[src/rtl/spi_write_scheduler_pkg.sv]
// Shared types, constants and helpers for the SPI write scheduler.
package spi_sched_pkg;

    localparam int unsigned DEF_DATA_W = 32;
    localparam int unsigned DELAY_BASE = 128;

    typedef enum logic [2:0] {
        ST_IDLE  = 3'd0,
        ST_DELAY = 3'd1,
        ST_CHECK = 3'd2,
        ST_SEND  = 3'd3,
        ST_END   = 3'd4
    } egress_state_e;

    // Pacing interval: fixed base plus a power-of-two programmable part.
    function automatic logic [31:0] calc_delay(input logic [31:0] base, input logic [3:0] rate_shift);
        return base + (32'd1 << rate_shift);
    endfunction

endpackage

[src/rtl/spi_write_scheduler_if.sv]
// Producer handshake plus fifo_spi write port bundled as one interface.
interface spi_write_scheduler_if
    import spi_sched_pkg::*;
#(
    parameter int unsigned NUM_SRC = 2,
    parameter int unsigned DATA_W  = DEF_DATA_W
);
    logic [NUM_SRC-1:0]        src_valid;
    logic [NUM_SRC*DATA_W-1:0] src_data;
    logic [NUM_SRC-1:0]        src_ready;
    logic                      we;
    logic [DATA_W-1:0]         din;

    // Producer / fifo side drives data and observes grants and writes.
    modport master (output src_valid, output src_data, input src_ready, input we, input din);
    // Scheduler side.
    modport slave  (input src_valid, input src_data, output src_ready, output we, output din);
endinterface

[src/rtl/spi_write_scheduler_rr_arbiter.sv]
// Round-robin arbiter: first requester at or after the priority pointer wins.
module rr_arbiter #(
    parameter int unsigned NUM_SRC = 2,
    localparam int unsigned PTR_W  = (NUM_SRC > 1) ? $clog2(NUM_SRC) : 1
) (
    input  logic [NUM_SRC-1:0] req,
    input  logic               advance,
    input  logic [PTR_W-1:0]   ptr,
    output logic [NUM_SRC-1:0] gnt
);
    logic             found;
    logic [PTR_W-1:0] idx;

    // Scan from the priority pointer; no grant at all while advance is low.
    always_comb begin
        gnt   = '0;
        found = 1'b0;
        idx   = '0;
        for (int k = 0; k < int'(NUM_SRC); k++) begin
            idx = PTR_W'((int'(ptr) + k) % int'(NUM_SRC));
            if (advance && !found && req[idx]) begin
                gnt[idx] = 1'b1;
                found    = 1'b1;
            end
        end
    end
endmodule

[src/rtl/spi_write_scheduler.sv]
// Arbitrates producers into a circular buffer and paces writes into fifo_spi.
module spi_write_scheduler
    import spi_sched_pkg::*;
#(
    parameter int unsigned NUM_SRC    = 2,
    parameter int unsigned DATA_W     = DEF_DATA_W,
    parameter int unsigned BUF_DEPTH  = 16,
    parameter int unsigned ADDR_W     = 4,
    parameter int unsigned DELAY_BASE = spi_sched_pkg::DELAY_BASE
) (
    input  logic                  clk,
    input  logic                  rst_n,
    input  logic                  en,
    input  logic [3:0]            rate_shift,
    input  logic                  spi_block,
    spi_write_scheduler_if.slave  bus,
    output logic                  tick,
    output logic [ADDR_W:0]       buf_level,
    output logic [3:0]            state_dbg
);
    localparam int unsigned PTR_W = (NUM_SRC > 1) ? $clog2(NUM_SRC) : 1;
    localparam int unsigned LVL_W = ADDR_W + 1;

    egress_state_e     state_q, state_d;
    logic [1:0]        blk_sync;
    logic              blocked;
    logic [NUM_SRC-1:0] gnt;
    logic [PTR_W-1:0]  prio_ptr, gnt_idx;
    logic [DATA_W-1:0] push_data;
    logic [DATA_W-1:0] mem [BUF_DEPTH];
    logic [ADDR_W-1:0] wr_ptr, rd_ptr;
    logic [LVL_W-1:0]  level_q;
    logic [31:0]       delay_cnt;
    logic              push, pop, full;
    logic              we_q, tick_q;
    logic [DATA_W-1:0] din_q;

    assign blocked   = blk_sync[1];
    assign full      = (level_q == LVL_W'(BUF_DEPTH));
    assign push      = |gnt;
    assign pop       = (state_q == ST_SEND);
    assign bus.src_ready = gnt;
    assign bus.we    = we_q;
    assign bus.din   = din_q;
    assign tick      = tick_q;
    assign buf_level = level_q;
    assign state_dbg = 4'(state_q);

    rr_arbiter #(.NUM_SRC(NUM_SRC)) u_arb (
        .req     (bus.src_valid),
        .advance (rst_n && !full),
        .ptr     (prio_ptr),
        .gnt     (gnt)
    );

    // Select the granted producer's word and index.
    always_comb begin
        push_data = '0;
        gnt_idx   = '0;
        for (int i = 0; i < int'(NUM_SRC); i++) begin
            if (gnt[i]) begin
                push_data = bus.src_data[i*DATA_W +: DATA_W];
                gnt_idx   = PTR_W'(i);
            end
        end
    end

    // Two-flop synchroniser for spi_block; resets to blocked.
    always_ff @(negedge clk or negedge rst_n) begin
        if (!rst_n) blk_sync <= 2'b11;
        else        blk_sync <= {blk_sync[0], spi_block};
    end

    // Ingress: priority pointer, write pointer and buffer occupancy.
    always_ff @(negedge clk or negedge rst_n) begin
        if (!rst_n) begin
            prio_ptr <= '0;
            wr_ptr   <= '0;
            rd_ptr   <= '0;
            level_q  <= '0;
        end else begin
            if (push) begin
                prio_ptr <= (gnt_idx == PTR_W'(NUM_SRC - 1)) ? '0 : gnt_idx + PTR_W'(1);
                wr_ptr   <= wr_ptr + ADDR_W'(1);
            end
            if (pop) rd_ptr <= rd_ptr + ADDR_W'(1);
            case ({push, pop})
                2'b10:   level_q <= level_q + LVL_W'(1);
                2'b01:   level_q <= level_q - LVL_W'(1);
                default: level_q <= level_q;
            endcase
        end
    end

    // Buffer storage; contents are don't-care until written.
    always_ff @(negedge clk) begin
        if (push) mem[wr_ptr] <= push_data;
    end

    // Egress state register.
    always_ff @(negedge clk or negedge rst_n) begin
        if (!rst_n) state_q <= ST_IDLE;
        else        state_q <= state_d;
    end

    // Egress next-state logic.
    always_comb begin
        state_d = state_q;
        case (state_q)
            ST_IDLE:  if (en && level_q != '0) state_d = ST_DELAY;
            ST_DELAY: if (delay_cnt >= calc_delay(32'(DELAY_BASE), rate_shift)) state_d = ST_CHECK;
            ST_CHECK: if (!blocked) state_d = ST_SEND;
            ST_SEND:  state_d = ST_END;
            ST_END:   state_d = ST_IDLE;
            default:  state_d = ST_IDLE;
        endcase
    end

    // Registered egress outputs and pacing counter.
    always_ff @(negedge clk or negedge rst_n) begin
        if (!rst_n) begin
            we_q      <= 1'b0;
            tick_q    <= 1'b0;
            din_q     <= '0;
            delay_cnt <= '0;
        end else begin
            we_q   <= (state_d == ST_SEND);
            tick_q <= (state_d == ST_SEND) || (state_d == ST_END);
            if (state_q == ST_IDLE)       delay_cnt <= '0;
            else if (state_q == ST_DELAY) delay_cnt <= delay_cnt + 32'd1;
            if (state_q == ST_CHECK && !blocked) din_q <= mem[rd_ptr];
        end
    end
endmodule
[src/flat_wrapper.sv]
// flat-port wrapper written by rule: the top's interface ports become plain ports
module spi_write_scheduler_flat import spi_sched_pkg::*;
#(
    parameter int unsigned NUM_SRC    = 2,
    parameter int unsigned DATA_W     = DEF_DATA_W,
    parameter int unsigned BUF_DEPTH  = 16,
    parameter int unsigned ADDR_W     = 4,
    parameter int unsigned DELAY_BASE = spi_sched_pkg::DELAY_BASE
)
  (clk, rst_n, en, rate_shift, spi_block, tick, buf_level, state_dbg, bus_src_valid, bus_src_data, bus_src_ready, bus_we, bus_din);
  spi_write_scheduler_if #(.NUM_SRC(NUM_SRC), .DATA_W(DATA_W)) bus_i ();
  input  logic clk;
  input  logic rst_n;
  input  logic en;
  input  logic [3:0] rate_shift;
  input  logic spi_block;
  output logic tick;
  output logic [ADDR_W:0] buf_level;
  output logic [3:0] state_dbg;
  input wire logic [$bits(bus_i.src_valid)-1:0] bus_src_valid;
  input wire logic [$bits(bus_i.src_data)-1:0] bus_src_data;
  output wire logic [$bits(bus_i.src_ready)-1:0] bus_src_ready;
  output wire logic [$bits(bus_i.we)-1:0] bus_we;
  output wire logic [$bits(bus_i.din)-1:0] bus_din;
  assign bus_i.src_valid = bus_src_valid;
  assign bus_i.src_data = bus_src_data;
  assign bus_src_ready = bus_i.src_ready;
  assign bus_we = bus_i.we;
  assign bus_din = bus_i.din;
  spi_write_scheduler #(.NUM_SRC(NUM_SRC), .DATA_W(DATA_W), .BUF_DEPTH(BUF_DEPTH), .ADDR_W(ADDR_W), .DELAY_BASE(DELAY_BASE)) u_core (.clk(clk), .rst_n(rst_n), .en(en), .rate_shift(rate_shift), .spi_block(spi_block), .bus(bus_i), .tick(tick), .buf_level(buf_level), .state_dbg(state_dbg));
endmodule
[config.mk]
export PLATFORM = sky130hd
export DESIGN_NAME = spi_write_scheduler_flat
export DESIGN_NICKNAME = d
export VERILOG_FILES = /design/src/rtl/spi_write_scheduler_pkg.sv /design/src/rtl/spi_write_scheduler_if.sv /design/src/rtl/spi_write_scheduler_rr_arbiter.sv /design/src/rtl/spi_write_scheduler.sv /design/src/flat_wrapper.sv
export SDC_FILE = /design/constraint.sdc
export NUM_CORES = 1
export LEC_CHECK = 0
export ABC_CLOCK_PERIOD_IN_PS = 7100
export CORE_ASPECT_RATIO = 0.9
export CORE_MARGIN = 2
export CORE_UTILIZATION = 60
export DETAILED_ROUTE_END_ITERATION = 16
export HOLD_SLACK_MARGIN = 0.03
export PLACE_DENSITY = 0.81
export SYNTH_ARGS = -nofsm -noshare
export SYNTH_HDL_FRONTEND = slang
export SYNTH_HIERARCHICAL = 1
export SYNTH_SLANG_ARGS = --single-unit
[constraint.sdc]
create_clock -name clk -period 7.1 [get_ports clk]
set_clock_uncertainty 0.05 [all_clocks]
set_input_delay 1.42 -clock clk [delete_from_list [all_inputs] [get_ports clk]]
set_output_delay 1.42 -clock clk [all_outputs]
set_load 0.01 [all_outputs]
==> qor.yml <==
worst_setup_path:
  crit_path_top_delay_cell: "sky130_fd_sc_hd__or4_4"
  critical_path.startpoint: "u_core/buf_level[2]$_DFFE_NN0P_"
  crit_chain: "or4_4 > o21a_4 > nand2_2 > a21oi_2 > buf_4 > buf_6"
  setup.worst_path.class: "reg2out"
  setup.worst_path.start_class: "flop"
  r2r.worst_path.cells: 6
  critical_path_arrival_ns: 5.66
  critical_path_required_ns: 5.63
  timing.critical_path.fanout_max: 2
  r2r_end: "u_core/bus.din[10]$_DFFE_NN0P_"
  timing.critical_path.to_type: "output pin"
  crit_reg_reg_startpoint: "u_core/rd_ptr[0]$_DFFE_NN0N_"
  crit_path_max_cell_delay_ns: 0.55
  reg2reg_slack_ns: 3.52
yosys:
  syn_inst: 1249
  synth-main-ff-cell: "sky130_fd_sc_hd__edfxtp_1"
  yosysSeqAreaShare_pct: 73.02
  synth_area_per_cell_um2: 19.19
  synth.area.top_cells: "sky130_fd_sc_hd__edfxtp_1 (64%), sky130_fd_sc_hd__mux4_2 (12%), sky130_fd_sc_hd__dfrtn_1 (8.7%)"
  yosys_synthesis_warning_count: 6
  asyncSetResetFlopFracSynth_pct: 14.24
  cell_area_after_synthesis_um2: 23970
  synth_nets: 1352
  yosys.area.top_type: "sky130_fd_sc_hd__edfxtp_1"
  yosysTopAreaCellShare_pct: 64.14
  synth_seq_cells: 597
  synthDistinctLibCells: 50
  post_synth_edffs: 512
final_layout:
  drive_gt1_share_pct: 19.77
  finish.cell_count_without_fillers: 2560
  final_core_utilization_pct: 78.80
  num-nets-final: 2083
  antenna_cells_inserted: 0
  final_standard_cell_area_without_fillers_um2: 31090
  area_growth_synth_to_finish_pct: 29.70
power_and_ir_drop:
  leakage_power_figure_nw: 12.90
  fin_total_pwr_mw: 11.46
  power_per_cell_area_nw_per_um2: 368.5
  peakVddDrop_mv: 0.3439
global_route:
  number_of_global_route_vias_before_repair: 16854
  grt_max_degree: 85
  grt_pass1_wl_um: 99190
  grt_use_total_pct: 32.19
  residual_overflow_from_global_routing: 0
  antenna_found_initial: 0
timing:
  setup_viol_count_final: 2
  worst_hold_margin_ns: 0.2955
  rsz_0062_raised_after_global_routing: "yes"
  report.final.hold_viol_count: 0
  post-route-worst-setup-slack_ns: -0.02724
  tightest_slew_ns: 1.319
  worst_slew_margin_rel_pct: 11.83
  fin_setup_tns_ns: -0.04094
  timing_max_transition_violations_final: 0
floorplan:
  row_count: 69
  initial_utilization_pct: 60.76
  ioPinCount: 119
  die_height_um: 193.6
  floorplan.die_area_um2: 41570
  dieWidth_um: 214.7
  core_region_area_um2: 39450
worst_hold_path:
  min_path_type: "reg2reg"
  hold_depth: 0
  hold_path_startpoint: "u_core/blk_sync[0]$_DFF_NN1_"
  timing.hold.worst_endpoint: "u_core/blk_sync[1]$_DFF_NN1_"
detailed_routing:
  drt-vias-per-instance: 6.083
  first_iter_violations: 1889
  drt.antenna.violating_nets: 0
  drt_pass1_iterations: 5
  wl_per_cell_um: 25.77
  routed-via-count: 15572
  routed_wl_um: 65980
  drc: 0
place:
  gp_congestion: 0.8407
  setup_ws_pre_cts_ns: -0.4128
  portBuffers: 117
  place_inst: 1935
  place_area_um2: 27000
  place_hpwl_um: 32530
clocking:
  cts-root-to-sink-buffers: 3
  tritoncts_num_sinks: 597
  clk_root_buffer_cell: "sky130_fd_sc_hd__clkbuf_16"
  worst_path_clk_slew_ns: 0.05
  clkLatencyLatePin_ns: 0.70
  cts.htree.levels: 2
  tritoncts: "built"
  tritoncts.num_buffers: 57
  postCtsHoldBufs: 0
outcome:
  outcome: "complete, but fails checks"
  failed_checks: "negative setup slack"
run:
  timing.max_cap.violations: 0
worst max-delay path: cells and delay by family (launching register included):
| kind | cells | cell delay [ns] |
|---|---|---|
| flops | 1 | 0.34 |
| buf+inv | 2 | 0.26 |
| simple gates | 2 | 0.63 |
| compound gates | 2 | 0.30 |
logic make-up (layout without fill, tap and decap cells):
family          Yosys count  in the layout  synth area share [%]
compound gates          129            129                 3.816
xor+xnor                 35             35                 1.279
fa+ha+maj                29             29                 1.545
buf+inv                  81            860                 1.378
flops                   597            597                 73.02
mux                     194            194                 14.95
other cells               2              2               0.03133
simple gates            182            182                 3.972
layout by cell type, fill, tap and decap left out, types with 12 or more instances in the layout:
| master | netlist | routed |
|---|---|---|
| sky130_fd_sc_hd__inv_1 | 17 | 531 |
| sky130_fd_sc_hd__edfxtp_1 | 512 | 512 |
| sky130_fd_sc_hd__mux4_2 | 128 | 128 |
| sky130_fd_sc_hd__clkdlybuf4s50_1 | 0 | 114 |
| sky130_fd_sc_hd__dfrtn_1 | 83 | 83 |
| sky130_fd_sc_hd__clkbuf_16 | 0 | 59 |
| sky130_fd_sc_hd__buf_4 | 1 | 55 |
| sky130_fd_sc_hd__buf_12 | 0 | 51 |
| sky130_fd_sc_hd__nor2_1 | 48 | 47 |
| sky130_fd_sc_hd__o21ai_0 | 34 | 34 |
| sky130_fd_sc_hd__nand2_1 | 35 | 33 |
| sky130_fd_sc_hd__a22o_1 | 33 | 33 |
| sky130_fd_sc_hd__mux2i_1 | 33 | 33 |
| sky130_fd_sc_hd__mux2_2 | 33 | 33 |
| sky130_fd_sc_hd__ha_1 | 28 | 27 |
| sky130_fd_sc_hd__xor2_1 | 23 | 23 |
| sky130_fd_sc_hd__a22oi_1 | 23 | 23 |
| sky130_fd_sc_hd__nand4_1 | 18 | 18 |
| sky130_fd_sc_hd__and2_2 | 0 | 16 |
| sky130_fd_sc_hd__nand3_1 | 13 | 13 |
| sky130_fd_sc_hd__a21oi_1 | 15 | 13 |
| sky130_fd_sc_hd__xnor2_1 | 12 | 12 |
state kept, by name (all words and copies together), names as in the netlist, 2 cells and up:
signal and cells:
u_core/blk_sync 2, u_core/buf_level 5, u_core/bus.din 32, u_core/delay_cnt 32
u_core/mem 512, u_core/rd_ptr 4, u_core/state_q 3, u_core/wr_ptr 4
Yosys cell counts (6+ instances only):
master / n
sky130_fd_sc_hd__edfxtp_1: 512
sky130_fd_sc_hd__mux4_2: 128
sky130_fd_sc_hd__dfrtn_1: 83
sky130_fd_sc_hd__nor2_1: 48
sky130_fd_sc_hd__clkbuf_1: 40
sky130_fd_sc_hd__nand2_1: 35
sky130_fd_sc_hd__o21ai_0: 34
sky130_fd_sc_hd__a22o_1: 33
sky130_fd_sc_hd__mux2_2: 33
sky130_fd_sc_hd__mux2i_1: 33
sky130_fd_sc_hd__ha_1: 28
sky130_fd_sc_hd__a22oi_1: 23
sky130_fd_sc_hd__xor2_1: 23
sky130_fd_sc_hd__and2_1: 20
sky130_fd_sc_hd__buf_2: 18
sky130_fd_sc_hd__nand4_1: 18
sky130_fd_sc_hd__inv_1: 17
sky130_fd_sc_hd__a21oi_1: 15
sky130_fd_sc_hd__nand3_1: 13
sky130_fd_sc_hd__xnor2_1: 12
sky130_fd_sc_hd__a221o_1: 9
sky130_fd_sc_hd__and3_1: 9
sky130_fd_sc_hd__nor4_1: 7
sky130_fd_sc_hd__and4_1: 6
sky130_fd_sc_hd__nor2b_1: 6
routing by layer:
layer	GRT usage, %	routed length [µm]
met1	39.82	22780
met2	54.33	34330
met3	7.843	6461
met4	14.66	2402
met5	0	0
worst max-delay path by stage:
stage	endpoint	slack, ns	cells after the start
after CTS	bus_src_ready[0]	-0.06	6
after floorplan	u_core/buf_level[4]$_DFFE_NN0P_	-0.04	15
after detailed placement	u_core/buf_level[4]$_DFFE_NN0P_	-0.41	13
after global placement	u_core/buf_level[4]$_DFFE_NN0P_	-0.36	13
final	bus_src_ready[0]	-0.03	6
after global routing	bus_src_ready[0]	-0.07	6
power breakdown:
part | internal [mW] | switching [mW] | total [mW]
Sequential | 4.22 | 0.154 | 4.38
Clock | 2.30 | 2.31 | 4.61
Combinational | 1.19 | 1.27 | 2.47
repair_timing:
| item | in CTS | in global routing |
|---|---|---|
| pin swaps | 4 | 2 |
| gates resized for setup | 20 | 2 |
| cloned | 1 | 0 |
| hold endpoints to repair | 0 | 0 |
| setup buffers | 3 | 1 |
| setup endpoints to repair | 2 | 52 |
cell type report:
type / instances / area (µm²)
Fill cell: 1916 / 8364
Sequential cell: 597 / 17500
Multi-Input combinational cell: 571 / 6243
Clock buffer: 71 / 1592
Clock inverter: 550 / 2392
Tap cell: 532 / 665.6
Inverter: 16 / 62.56
Timing Repair Buffer: 223 / 2630
Power figures use the tool's default switching activity.
